[src/rtl/gamepad_scan_apb.sv]
// Gamepad scanner with an APB3 register interface.
// Reads NUM_PADS NES/SNES-style serial pads that share one latch line and one
// clock line. Each frame is kept as a snapshot per pad, with button 0 in the MSB.
// Optional feature macro GAMEPAD_SCAN_IRQ_EN adds sticky PRESSED registers,
// IRQ_MASK and the IRQ output. Without it, those offsets read 0 and IRQ is 0.
module gamepad_scan_apb #(
  parameter int NUM_PADS = 2,
  parameter int NUM_BITS = 8,
  parameter int DIV_MAX  = 150
) (
  input  logic                PCLK,
  input  logic                PRESERN,
  input  logic                PSEL,
  input  logic                PENABLE,
  input  logic                PWRITE,
  input  logic [31:0]         PADDR,
  input  logic [31:0]         PWDATA,
  output logic [31:0]         PRDATA,
  output logic                PREADY,
  output logic                PSLVERR,
  output logic                pad_latch,
  output logic                pad_clock,
  input  logic [NUM_PADS-1:0] pad_data,
  output logic                IRQ
);

  localparam int BIT_W = $clog2(NUM_BITS);
  localparam logic [BIT_W-1:0] LAST_BIT = BIT_W'(NUM_BITS - 1);
  localparam logic [BIT_W-1:0] BIT_ONE  = BIT_W'(1);
  localparam logic [9:0]       DIV_TC   = 10'(DIV_MAX);

  typedef enum logic [2:0] {IDLE, LATCH, LOW, HIGH, DONE} state_t;

  state_t              r_state;
  logic [9:0]          r_divCount;
  logic [BIT_W-1:0]    r_bitIdx;
  logic                r_padLatch;
  logic                r_padClock;
  logic [7:0]          r_frameCnt;
  logic                r_scanEn;
  logic                r_pending;
  logic [NUM_BITS-1:0] r_shift [NUM_PADS];
  logic [NUM_BITS-1:0] r_snap  [NUM_PADS];

  logic        w_tick;
  logic        w_wrEn;
  logic        w_rdEn;
  logic [7:0]  w_addr;
  logic        w_ctrlWr;
  logic        w_trigger;
  logic        w_busy;
  logic [31:0] w_rdData;
  logic        w_unused;

  assign w_tick    = (r_divCount == DIV_TC);
  assign w_wrEn    = PSEL & PENABLE & PWRITE;
  assign w_rdEn    = PSEL & ~PENABLE & ~PWRITE;
  assign w_addr    = PADDR[7:0];
  assign w_ctrlWr  = w_wrEn && (w_addr == 8'h00);
  assign w_busy    = (r_state != IDLE);
  assign w_trigger = w_ctrlWr && PWDATA[1] && !w_busy;
  assign w_unused  = &{1'b0, PADDR[31:8], PWDATA};

  assign PREADY    = 1'b1;
  assign PSLVERR   = 1'b0;
  assign pad_latch = r_padLatch;
  assign pad_clock = r_padClock;

  // Free-running divider; each wrap is one tick that paces the pad protocol.
  always_ff @(posedge PCLK or posedge PRESERN) begin
    if (PRESERN) begin
      r_divCount <= '0;
    end else if (w_tick) begin
      r_divCount <= '0;
    end else begin
      r_divCount <= r_divCount + 10'd1;
    end
  end

  // Control bits. A one-shot trigger is only accepted while idle, and the frame it starts consumes it.
  always_ff @(posedge PCLK or posedge PRESERN) begin
    if (PRESERN) begin
      r_scanEn  <= 1'b0;
      r_pending <= 1'b0;
    end else begin
      if (w_ctrlWr) begin
        r_scanEn <= PWDATA[0];
      end
      if (w_trigger) begin
        r_pending <= 1'b1;
      end else if (r_state == DONE) begin
        r_pending <= 1'b0;
      end
    end
  end

  // Frame sequencer: latch, then NUM_BITS low/high clock pairs. Each bit is sampled at the end of its low phase.
  always_ff @(posedge PCLK or posedge PRESERN) begin
    if (PRESERN) begin
      r_state    <= IDLE;
      r_padLatch <= 1'b0;
      r_padClock <= 1'b0;
      r_bitIdx   <= '0;
      r_frameCnt <= '0;
      for (int k = 0; k < NUM_PADS; k++) begin
        r_shift[k] <= '0;
        r_snap[k]  <= '0;
      end
    end else begin
      case (r_state)
        IDLE: begin
          if (w_tick && (r_scanEn || r_pending)) begin
            r_state    <= LATCH;
            r_padLatch <= 1'b1;
          end
        end
        LATCH: begin
          r_bitIdx <= '0;
          if (w_tick) begin
            r_state    <= LOW;
            r_padLatch <= 1'b0;
          end
        end
        LOW: begin
          if (w_tick) begin
            for (int k = 0; k < NUM_PADS; k++) begin
              r_shift[k] <= {r_shift[k][NUM_BITS-2:0], ~pad_data[k]};
            end
            r_state    <= HIGH;
            r_padClock <= 1'b1;
          end
        end
        HIGH: begin
          if (w_tick) begin
            r_padClock <= 1'b0;
            if (r_bitIdx < LAST_BIT) begin
              r_bitIdx <= r_bitIdx + BIT_ONE;
              r_state  <= LOW;
            end else begin
              r_state <= DONE;
            end
          end
        end
        DONE: begin
          for (int k = 0; k < NUM_PADS; k++) begin
            r_snap[k] <= r_shift[k];
          end
          r_frameCnt <= r_frameCnt + 8'd1;
          r_state    <= IDLE;
        end
        default: begin
          r_state <= IDLE;
        end
      endcase
    end
  end

`ifdef GAMEPAD_SCAN_IRQ_EN
  logic [NUM_BITS-1:0] r_pressed [NUM_PADS];
  logic [NUM_PADS-1:0] r_irqMask;
  logic                w_irq;

  // Sticky press detection. When a clear and a new press hit the same bit in one cycle, the press wins.
  always_ff @(posedge PCLK or posedge PRESERN) begin
    if (PRESERN) begin
      for (int k = 0; k < NUM_PADS; k++) begin
        r_pressed[k] <= '0;
      end
    end else begin
      for (int k = 0; k < NUM_PADS; k++) begin
        r_pressed[k] <=
          (r_pressed[k] & ~((w_wrEn && (w_addr == 8'(24 + 4 * k))) ? PWDATA[NUM_BITS-1:0] : '0)) |
          ((r_state == DONE) ? (r_shift[k] & ~r_snap[k]) : '0);
      end
    end
  end

  // Interrupt enable per pad.
  always_ff @(posedge PCLK or posedge PRESERN) begin
    if (PRESERN) begin
      r_irqMask <= '0;
    end else if (w_wrEn && (w_addr == 8'h28)) begin
      r_irqMask <= PWDATA[NUM_PADS-1:0];
    end
  end

  // Level interrupt: raised by any enabled pad with at least one sticky press.
  always_comb begin
    w_irq = 1'b0;
    for (int k = 0; k < NUM_PADS; k++) begin
      w_irq = w_irq | (r_irqMask[k] & (|r_pressed[k]));
    end
  end

  assign IRQ = w_irq;
`else
  assign IRQ = 1'b0;
`endif

  // Read data mux. Unmapped offsets and nonexistent pads read as 0.
  always_comb begin
    w_rdData = '0;
    if (w_addr == 8'h00) begin
      w_rdData[0] = r_scanEn;
    end
    if (w_addr == 8'h04) begin
      w_rdData[0]    = w_busy;
      w_rdData[15:8] = r_frameCnt;
    end
    for (int k = 0; k < NUM_PADS; k++) begin
      if (w_addr == 8'(8 + 4 * k)) begin
        w_rdData[NUM_BITS-1:0] = r_snap[k];
      end
`ifdef GAMEPAD_SCAN_IRQ_EN
      if (w_addr == 8'(24 + 4 * k)) begin
        w_rdData[NUM_BITS-1:0] = r_pressed[k];
      end
`endif
    end
`ifdef GAMEPAD_SCAN_IRQ_EN
    if (w_addr == 8'h28) begin
      w_rdData[NUM_PADS-1:0] = r_irqMask;
    end
`endif
  end

  // PRDATA is captured during the APB setup phase and held until the next read.
  always_ff @(posedge PCLK or posedge PRESERN) begin
    if (PRESERN) begin
      PRDATA <= '0;
    end else if (w_rdEn) begin
      PRDATA <= w_rdData;
    end
  end

endmodule

[config.mk]
export PLATFORM = sky130hd
export DESIGN_NAME = gamepad_scan_apb
export DESIGN_NICKNAME = d
export VERILOG_FILES = /design/src/rtl/gamepad_scan_apb.sv
export SDC_FILE = /design/constraint.sdc
export NUM_CORES = 1
export LEC_CHECK = 0
export CORE_AREA = 3 3 87 89
export CTS_CLUSTER_DIAMETER = 80
export DETAILED_ROUTE_END_ITERATION = 6
export DIE_AREA = 0 0 90 92
export PLACE_DENSITY = 0.84
export SETUP_SLACK_MARGIN = 0.2
export SYNTH_ARGS = -nofsm -noshare
export SYNTH_HDL_FRONTEND = slang
export SYNTH_SLANG_ARGS = --single-unit
[constraint.sdc]
create_clock -name PCLK -period 6.78 [get_ports PCLK]
set_input_delay 1.356 -clock PCLK [delete_from_list [all_inputs] [get_ports PCLK]]
set_output_delay 1.356 -clock PCLK [all_outputs]
set_load 0.02 [all_outputs]
==> reports/metrics.json <==
{
  "synthesis": {
    "register_area_share_after_synthesis_pct": 55.4,
    "synth.lib_cells_used.distinct": 40,
    "syn_inst": 272,
    "synthesis.area_um2": 3440,
    "ys.warnings.count": 0,
    "syn-mean-instance-area_um2": 12.6,
    "synth-seq-cells": 76
  },
  "clock_tree": {
    "htreeDepth": 3,
    "cts-buffers-inserted": 9,
    "cts-root-to-sink-buffers": 2,
    "clock_insertion_delay_at_the_later_pin_of_the_skew_report_ns": 0.34,
    "tritoncts": "done",
    "clk_transition_reported_paths_ns": 0.07,
    "ctsHoldBuffers": 0,
    "post_cts_setup_driven_buffer_insertion_count": 0,
    "cts_resized": 0,
    "root_buffer": "sky130_fd_sc_hd__clkbuf_8",
    "clock_sinks": 76
  },
  "global_routing": {
    "grt_max_degree": 77,
    "grt_antenna_before_repair": 0,
    "grt_pass1_wl_um": 10700,
    "first_global_vias": 2167,
    "overflow": 0,
    "global_route.usage.total_pct": 16.4
  },
  "layout": {
    "layout-drive-gt1-share_pct": 17.7,
    "num_antenna_cells": 0,
    "most-common-layout-cells": "sky130_fd_sc_hd__dfrtp_1, sky130_fd_sc_hd__clkdlybuf4s50_1, sky130_fd_sc_hd__mux2_2",
    "final_cell_area_um2": 4010,
    "layout.cells.most_common": "sky130_fd_sc_hd__dfrtp_1",
    "post_layout_nonfiller_instances": 406,
    "layout_nets": 380,
    "num-fill-cells": 544,
    "area_delta_synth_final_pct": 16.7
  },
  "sta": {
    "finalWorstSetupSlack_ns": 3.65,
    "setup_viol": 0,
    "setup_total_negative_slack_ns": 0,
    "max_freq_mhz": 319,
    "period_needed_ns": 3.13,
    "number_of_endpoints_with_negative_hold_slack_in_the_final_report": 0,
    "fin_crit_sh_pct": 46.2,
    "maxSlewHeadroom_pct": 38.5,
    "finalClockSkew_ns": 0.00925,
    "unrepaired_setup_endpoints_after_global_routing": "false",
    "worst_pin_slew_ns": 0.922,
    "finalMaxSlewViolations": 0
  },
  "die": {
    "die_w_um": 90,
    "placement_rows": 30,
    "top_level_ports": 108,
    "placeableCoreArea_um2": 6830,
    "die-area_um2": 8280,
    "die_h_um": 92,
    "initial_utilization_pct": 50.3
  },
  "flow_run": {
    "max_cap_viol_count": 0
  },
  "power_and_ir_drop": {
    "p_leak_uw": 0.00194,
    "ir_drop_mv": 0.0963,
    "powerDensity_nw_per_um2": 234,
    "total_power_uw": 938
  },
  "route": {
    "via_count": 2113,
    "drt_iter0_markers": 72,
    "via_per_inst": 5.20,
    "detail_route.wirelength_um": 6170,
    "drt-pass1-iter-count": 4,
    "final_antenna_net_count": 0,
    "post-route-drc-count": 0,
    "routedWlPerCell_um": 15.2
  },
  "setup_path": {
    "critical_path_buf_inv_count": 1,
    "critical_path_class": "input port to flip-flop",
    "critPathTopFamily": "simple AND/OR/NAND/NOR gates",
    "setup.worst_path.start_class": "input port",
    "regToRegSetupSlack_ns": 4.69,
    "cpMaxStageDelayCell": "sky130_fd_sc_hd__or3b_1",
    "critical_path.cell_chain": "clkdlybuf4s50_1 -> or3b_1 -> nor4_4 -> and3b_1 -> a22o_1",
    "setup.worst_path.end_class": "flip-flop",
    "critical-path-max-stage-delay_ns": 0.64,
    "timing.critical_path.required_ns": 7.06,
    "largest_fanout_on_the_critical_path": 17,
    "cp.arrival_ns": 3.41
  },
  "placed_design": {
    "numPlacedInstances": 390,
    "placed_cell_area_um2": 3740,
    "hpwl_dp_um": 4090,
    "pre_cts_slack_ns": 3.27,
    "port_buffers": 34,
    "gp_routability_congestion": 0.753
  },
  "run_status": {
    "status": "finished, final reports clean"
  },
  "worst_hold_path": {
    "min-delay-path-class": "flip-flop to flip-flop"
  }
}
[per-stage QoR]
step	util (%)	hold WS (ns)
2_1_floorplan	-	0.444
3_3_place_gp	54.8	0.461
3_5_place_dp	54.8	0.470
4_1_cts	58.7	0.482
5_1_grt	58.7	0.515
6_report	58.7	0.478
[report_power, final]
group / internal [µW] / switching (µW) / total, µW
sequential: 453 / 0.119 / 453
clock: 292 / 158 / 450
combinational: 10.5 / 23.3 / 33.9
[sequential cells by signal (all words and copies together) (netlist names), 3 cells and up]
name        count
r_frameCnt      8
r_shift        16
PRDATA         16
r_bitIdx        3
r_snap         16
r_divCount     10
r_state         3
[final cells by class]
class,instances,area [µm²],share of cell area (%)
clock buffer,12,145,3.62
clock inverter,4,120,3.00
inverter,6,22.5,0.562
multi-input combinational,176,1350,33.5
sequential,76,1900,47.4
tap,96,120,3.00
timing repair buffer,36,355,8.86
[synthesized netlist by cell type (all sizes together)]
cell type / n / share of area, %
xnor2: 8 / 2.0
nor4b: 1 / 0.69
or3: 1 / 0.18
nor2: 14 / 1.5
and2: 3 / 0.55
nand4b: 1 / 0.25
ha: 4 / 1.5
nor3b: 2 / 0.58
mux4: 1 / 0.66
nor3: 2 / 0.29
and4: 3 / 0.76
or3b: 1 / 0.25
and3: 3 / 0.55
dfrtp: 76 / 55
xor2: 6 / 1.5
nand2: 16 / 1.7
or4: 1 / 0.33
mux2: 33 / 11
o22ai: 2 / 0.36
and3b: 2 / 0.51
nor2b: 2 / 0.36
a22o: 9 / 2.3
a41oi: 5 / 1.3
a21oi: 4 / 0.58
conb: 2 / 0.22
buf: 29 / 6.5
nand4: 4 / 1.2
mux2i: 8 / 2.3
clkbuf: 2 / 0.22
inv: 6 / 0.66
a41o: 2 / 0.58
nor4: 1 / 0.62
a31oi: 4 / 0.73
nand3: 5 / 0.73
o21ai: 9 / 1.3
[kinds of logic (layout without fill, tap and decap cells)]
family / Yosys count / after routing / synth area share, %
fa+ha+maj: 4 / 4 / 1.46
other cells: 2 / 19 / 0.219
xor+xnor: 14 / 14 / 3.57
simple gates: 62 / 62 / 11.1
mux: 42 / 42 / 13.8
flops: 76 / 76 / 55.4
buf+inv: 37 / 58 / 7.36
compound gates: 35 / 35 / 7.14
[layer usage]
metal  vias to the layer above  routed length (µm)  global-route usage [%]
met5                         -                   0                       0
met4                         0                 100                    9.18
met3                         5                 282                    3.28
met2                        62                3110                    25.9
met1                      1052                2680                    21.1
li1                        994                   -                       -
[worst paths after layout]
path	start	end	cells after the start
setup / recovery	PSEL	PRDATA[10]	5
hold / removal	r_divCount[0]	r_divCount[0]	1
setup reg to reg	r_divCount[0]	r_divCount[9]	6
hold reg to reg	r_divCount[0]	r_divCount[0]	1
max in group asynchronous	PRESERN	r_pending	3
min in group asynchronous	PRESERN	r_shift[0]	3
No activity file was read; power rests on OpenSTA's default activity.
